$ cat config.mk
export PLATFORM = sky130hd
export DESIGN_NAME = ex_fwd_stage
export DESIGN_NICKNAME = d
export VERILOG_FILES = /design/src/rtl/ex_fwd_stage.sv
export SDC_FILE = /design/constraint.sdc
export NUM_CORES = 1
export LEC_CHECK = 0
export ABC_AREA = 1
export CORE_AREA = 2 2 167 169
export DETAILED_ROUTE_END_ITERATION = 8
export DIE_AREA = 0 0 169 171
export PLACE_DENSITY = 0.6
export SYNTH_ARGS = -nofsm -noshare
export SYNTH_HDL_FRONTEND = slang
export SYNTH_SLANG_ARGS = --single-unit
$ cat constraint.sdc
create_clock -name CLK -period 1.9 [get_ports CLK]
set_input_delay 0.38 -clock CLK [delete_from_list [all_inputs] [get_ports CLK]]
set_output_delay 0.38 -clock CLK [all_outputs]
set_load 0.03 [all_outputs]
$ cat src/rtl/ex_fwd_stage.sv
// Execute-stage control: MEM/WB operand forwarding, load-use stall detection, EX/MEM register.
// Latency: op1E/op2E/stall are combinational; all *M outputs are registered with 1-cycle latency.
// Backpressure: none. stall requests a bubble from the D/E register, and the EX/MEM register always captures.
//
// Ports:
//   CLK, RST_N           clock (posedge), async active-low reset
//   pcE..reg_writeE      instruction fields from the decode/execute register
//   reg_data1E/2E, immE  register-file read data and immediate
//   rs1D, rs2D           decode-stage sources, used for load-use detection
//   alu_resultE          ALU result of the EX instruction
//   rdW/reg_writeW/wb_dataW  writeback stage destination and data
//   op1E, op2E           forwarded ALU operands (comb)
//   stall                load-use bubble request (comb)
//   pcM..reg_writeM      EX/MEM pipeline register outputs
// Optional feature macro: EX_PERF_CNT_EN adds the stall_cnt and fwd_cnt counter outputs.
module ex_fwd_stage #(
  parameter int PC_W  = 13,
  parameter int XLEN  = 32
`ifdef EX_PERF_CNT_EN
  ,
  parameter int CNT_W = 32
`endif
) (
  input  logic            CLK,
  input  logic            RST_N,
  input  logic [PC_W-1:0] pcE,
  input  logic [31:0]     instE,
  input  logic            alu_srcE,
  input  logic [XLEN-1:0] reg_data1E,
  input  logic [XLEN-1:0] reg_data2E,
  input  logic [XLEN-1:0] immE,
  input  logic [4:0]      rs1E,
  input  logic [4:0]      rs2E,
  input  logic [4:0]      rdE,
  input  logic [1:0]      mem_storeE,
  input  logic [2:0]      mem_loadE,
  input  logic            reg_writeE,
  input  logic [4:0]      rs1D,
  input  logic [4:0]      rs2D,
  input  logic [XLEN-1:0] alu_resultE,
  input  logic [4:0]      rdW,
  input  logic            reg_writeW,
  input  logic [XLEN-1:0] wb_dataW,
  output logic [XLEN-1:0] op1E,
  output logic [XLEN-1:0] op2E,
  output logic            stall,
  output logic [PC_W-1:0] pcM,
  output logic [31:0]     instM,
  output logic [XLEN-1:0] resultM,
  output logic [XLEN-1:0] store_dataM,
  output logic [4:0]      rdM,
  output logic [1:0]      mem_storeM,
  output logic [2:0]      mem_loadM,
  output logic            reg_writeM
`ifdef EX_PERF_CNT_EN
  ,
  output logic [CNT_W-1:0] stall_cnt,
  output logic [CNT_W-1:0] fwd_cnt
`endif
);

  logic            m_src_ok;
  logic            w_src_ok;
  logic            fwd_m1, fwd_w1, fwd_m2, fwd_w2;
  logic [XLEN-1:0] fwd_rs1;
  logic [XLEN-1:0] fwd_rs2;

  // A load in M has no data yet, so it is never a forwarding source.
  // The load-use stall guarantees the consumer picks the value up from W instead.
  // Requiring rd != 0 also keeps x0 reads on the regfile path.
  assign m_src_ok = reg_writeM && (rdM != 5'd0) && (mem_loadM == 3'd0);
  assign w_src_ok = reg_writeW && (rdW != 5'd0);

  assign fwd_m1 = m_src_ok && (rdM == rs1E);
  assign fwd_w1 = w_src_ok && (rdW == rs1E);
  assign fwd_m2 = m_src_ok && (rdM == rs2E);
  assign fwd_w2 = w_src_ok && (rdW == rs2E);

  // M has priority over W because it holds the younger write.
  assign fwd_rs1 = fwd_m1 ? resultM : (fwd_w1 ? wb_dataW : reg_data1E);
  assign fwd_rs2 = fwd_m2 ? resultM : (fwd_w2 ? wb_dataW : reg_data2E);

  assign op1E = fwd_rs1;
  assign op2E = alu_srcE ? immE : fwd_rs2;

  // The bubble that follows carries reg_writeE=0, so one load stalls for at most one cycle.
  assign stall = (mem_loadE != 3'd0) && reg_writeE && (rdE != 5'd0) &&
                 ((rdE == rs1D) || (rdE == rs2D));

  // EX/MEM register. There is no enable: bubbles flow through as
  // reg_writeM / mem_storeM / mem_loadM = 0.
  always_ff @(posedge CLK or negedge RST_N) begin
    if (!RST_N) begin
      pcM         <= '0;
      instM       <= '0;
      resultM     <= '0;
      store_dataM <= '0;
      rdM         <= '0;
      mem_storeM  <= '0;
      mem_loadM   <= '0;
      reg_writeM  <= 1'b0;
    end else begin
      pcM         <= pcE;
      instM       <= instE;
      resultM     <= alu_resultE;
      store_dataM <= fwd_rs2;
      rdM         <= rdE;
      mem_storeM  <= mem_storeE;
      mem_loadM   <= mem_loadE;
      reg_writeM  <= reg_writeE;
    end
  end

`ifdef EX_PERF_CNT_EN
  logic fwd_used;

  // op2 only counts when it actually takes the register path (not the immediate).
  // At most one increment per cycle, even when both operands are forwarded.
  assign fwd_used = fwd_m1 || fwd_w1 || (!alu_srcE && (fwd_m2 || fwd_w2));

  always_ff @(posedge CLK or negedge RST_N) begin
    if (!RST_N) begin
      stall_cnt <= '0;
      fwd_cnt   <= '0;
    end else begin
      if (stall)    stall_cnt <= stall_cnt + 1'b1;
      if (fwd_used) fwd_cnt   <= fwd_cnt + 1'b1;
    end
  end
`endif

endmodule

==> results_tabular.tex <==
\begin{tabular}{lr}
\hline
Metric & Value \\
\hline
\multicolumn{2}{l}{\textbf{Worst hold path}} \\
Worst hold path class & in -> reg \\
Worst min-delay path startpoint & instE[20] \\
Number of cells on the worst hold path & 1 \\
End of the worst hold path & instM[20]\$\_DFF\_PN0\_ \\
\multicolumn{2}{l}{\textbf{Global routing}} \\
Global-route congestion overflow total & 0 \\
Maximum number of pins on one net before global-route repair & 35 \\
Layer carrying the most global-route usage & met2 \\
Global-route track usage on met1 & 0.273 \\
Vias in the first global route & 7234 \\
Met3 routing resource usage after global routing & 0.0363 \\
Global-route wire length before repair & 45600 microns \\
Antenna violations before repair & 1 \\
Total routing resource utilization after global routing & 0.217 \\
Met2 track demand over resource & 0.380 \\
\multicolumn{2}{l}{\textbf{Timing}} \\
Minimum period implied by the final worst setup slack & 2.60 ns \\
Measured slew at the worst slew-check pin & 0.454 ns \\
Hold violation count in the final report & 0 \\
Share of the clock period used by the worst path & 1.37 \\
Setup slack after layout & -0.697 ns \\
Final setup viols & 64 \\
Unrepaired setup endpoints after global routing & yes \\
Maximum clock frequency & 385 MHz \\
Pins Over Slew Limit & 0 \\
Worst clock skew & 0.0110 ns \\
Worst slew margin relative to its limit & 0.697 \\
\multicolumn{2}{l}{\textbf{Final layout}} \\
Layout overhead on the synthesized area & 131\% \\
Post-layout instance area & 0.0135 sq mm \\
Share of cells above drive strength 1 & 0.326 \\
Nets@finish & 1436 \\
Fraction of the core area covered by cells at the end of the flow & 0.495 \\
Number of standard cells in the final layout excluding fillers & 1550 \\
Antenna diode count & 0 \\
Fillcell total & 2557 \\
\multicolumn{2}{l}{\textbf{Floorplan}} \\
Starting density of the core & 0.214 \\
Number of top-level pins & 430 \\
Num rows & 61 \\
Height of the die & 171 microns \\
Width of the die & 169 microns \\
Core area & 0.0273 sq mm \\
Die footprint & 0.0289 sq mm \\
\multicolumn{2}{l}{\textbf{Route}} \\
Total via count in the routed design & 7046 \\
Avg Vias per Cell & 4.55 \\
Drt drc & 0 \\
Post-detailed-route count of antenna-violating nets & 0 \\
DRT Wirelength & 33400 microns \\
Violation count after the first detailed-route iteration & 397 \\
Drt pass-1 iters & 6 \\
Routed wirelength normalized by instance count & 21.5 microns \\
\multicolumn{2}{l}{\textbf{Clock tree}} \\
Clock-pin transition on the worst setup and hold timing paths & 0.07 ns \\
Clock Root Buffer & clkbuf\_16 \\
Clock tree from TritonCTS & done \\
Buffer levels on the longest clock path & 2 \\
Worst skew pair latency & 0.42 ns \\
H-Tree Depth & 4 \\
Number of buffers added by the clock tree synthesis step & 17 \\
\# clock sinks & 120 \\
\multicolumn{2}{l}{\textbf{Place}} \\
Final weighted congestion in routability-driven placement & 0.882 \\
Post-placement cell area & 0.0114 sq mm \\
Post-placement worst setup slack & -1.06 ns \\
Port bufs & 429 \\
Dpl cells & 1489 \\
HPWL Detailed & 23900 microns \\
\multicolumn{2}{l}{\textbf{Synth}} \\
Fraction of registers with async set/reset & 1.00 \\
Most frequently used flop master after synthesis & dfrtp\_1 \\
Portion of synthesized cell area occupied by the leading cell type & 0.513 \\
Number of flops mapped to enable cells by yosys & 0 \\
Unique masters post-synth & 24 \\
Mapped Cells & 687 \\
Post-synthesis sequential area ratio & 0.513 \\
Main area contributors after synthesis & dfrtp\_1 (51\%), nand2\_1 (13\%), nand3\_1 (11\%), nand3b\_1 (8.3\%), and2\_1 (3.4\%) \\
Warning count from the yosys run & 0 \\
Mapped Avg Cell Area & 8.52 sq um \\
Number of synthesized register bits & 120 \\
Count leader, synth & nand2\_1 \\
Net Count, Synth & 932 \\
Largest area contributor in the synthesized netlist & dfrtp\_1 \\
List of most frequent post-synthesis cells & nand2\_1 (208), nand3\_1 (130), dfrtp\_1 (120) \\
Post-synthesis instance area & 0.00586 sq mm \\
\multicolumn{2}{l}{\textbf{Critical path}} \\
Cell family contributing the most delay on the critical path & simple AND/OR/NAND/NOR gates \\
Type of the setup path with the least slack & reg -> out \\
Register-to-register path setup slack & 0.02 ns \\
Buffers \& Inverters on Critical Path & 5 \\
CP endpoint kind & output pin \\
Max stage delay cell, worst path & dfrtp\_2 \\
Maximum net fanout on the critical path & 6 \\
Delay of the slowest cell on the worst path & 0.41 ns \\
Required time of the critical path & 1.52 ns \\
Crit path cell chain & inv\_2, nand2\_2, nor3\_4, nand2\_2, buf\_6, nor3\_4, nand2\_4, clkinv\_8, clkbuf\_16, nand2\_1, nand2\_4, buf\_6 \\
Data arrival time at the worst-slack endpoint & 2.22 ns \\
Reg-to-Reg End & store\_dataM[30]\$\_DFF\_PN0\_ \\
Source of the worst register-to-register timing path & mem\_loadM[1]\$\_DFF\_PN0\_ \\
Path depth of the worst reg2reg path & 11 \\
Worst setup SP type & flop \\
\multicolumn{2}{l}{\textbf{Power and ir drop}} \\
Worst vdd rail ir drop & 0.486 mV \\
Design Power & 8.79 mW \\
Power density normalized to cell area & 651 mW/mm\^{}2 \\
Leakage power & 6.41 nW \\
\multicolumn{2}{l}{\textbf{Run status}} \\
Violations in the final reports & setup timing \\
Outcome & finished, violations left \\
\multicolumn{2}{l}{\textbf{Flow run}} \\
Max Cap Viol & 0 \\
\hline
\end{tabular}
layout make-up:
type | count | area (sq um) | share of cell area
clock inverter | 15 | 190 | 0.0141
tap | 346 | 433 | 0.0320
inverter | 40 | 163 | 0.0120
sequential | 120 | 3010 | 0.223
clock buffer | 17 | 425 | 0.0315
timing repair buffer | 525 | 5660 | 0.419
multi-input combinational | 487 | 3630 | 0.269
cell usage in the layout, fill, tap and decap left out, drive strengths merged:
cell,instances
a21oi,1
and2,32
buf,156
bufbuf,1
bufinv,3
clkbuf,22
clkdlybuf4s15,1
clkdlybuf4s50,298
clkinv,5
clkinvlp,2
dfrtp,120
dlygate4sd2,46
dlygate4sd3,1
dlymetal6s2s,17
inv,45
nand2,210
nand3,130
nand3b,65
nand4,1
nor2,13
nor3,6
o2111ai,1
o311ai,1
xnor2,12
xor2,15
sequential cells by signal, summed over array words and instances (netlist names):
name	cells
instM	32
mem_loadM	3
mem_storeM	2
pcM	13
rdM	5
reg_writeM	1
resultM	32
store_dataM	32
timing repair:
item                                    in CTS  in global routing
endpoints found under the setup margin      99                 83
gates resized for setup                    284                122
hold buffers                                 1                  0
pin swaps                                   31                 66
setup buffers                               11                 10
endpoints found under the hold margin       27                  0
gates cloned                                 5                  5
power by group:
| group | internal [mW] | switching, mW | total, mW |
|---|---|---|---|
| logic | 1.20 | 1.26 | 2.46 |
| clock network | 2.10 | 1.44 | 3.54 |
| registers | 2.69 | 0.0967 | 2.79 |
kinds of logic (layout without fill, tap and decap cells):
group,count (synthesis),in the layout,synth area share
flip-flops,120,120,0.513
XOR/XNOR,27,27,0.0404
AO/OA/AOI/OAI,3,3,0.00385
AND/OR/NAND/NOR,457,457,0.383
buffers and inverters,80,597,0.0598
through the flow:
step	TNS [ns]	hold WS (ns)
6_report	-40.22	0.393
5_1_grt	-47.95	0.375
4_1_cts	-43.84	0.373
3_5_place_dp	-64.71	0.356
3_3_place_gp	-61.90	0.357
2_1_floorplan	-0.426	0.0844
worst reg2reg max path, cell delays in order, from the launching register on:
cell and delay [ns]:
dfrtp_2 0.41, inv_2 0.05, nand2_2 0.05, nor3_4 0.12, nand2_2 0.12, nor3_4 0.22
buf_12 0.17, buf_12 0.14, buf_6 0.11, nand3b_1 0.11, buf_4 0.16, and2_4 0.12
routing by layer:
metal | up-vias | wire (microns)
li1 | 3241 | -
met1 | 3473 | 13800
met2 | 279 | 17200
met3 | 51 | 1540
met4 | 2 | 755
met5 | - | 13
how the worst max path moves through the flow:
stage                           startpoint        to  slack [ns]  cells after the start
floorplan           mem_loadM[1]$_DFF_PN0_  op1E[10]       -0.01                     10
global placement                    rdW[4]  op2E[11]       -1.06                     11
detailed placement                 rs2E[1]  op2E[11]       -1.06                     10
CTS                 mem_loadM[1]$_DFF_PN0_  op2E[21]       -0.74                     12
global route        mem_loadM[1]$_DFF_PN0_  op2E[23]       -0.82                     12
finish              mem_loadM[1]$_DFF_PN0_  op1E[23]       -0.70                     12
No activity file was read; power rests on OpenSTA's default activity.
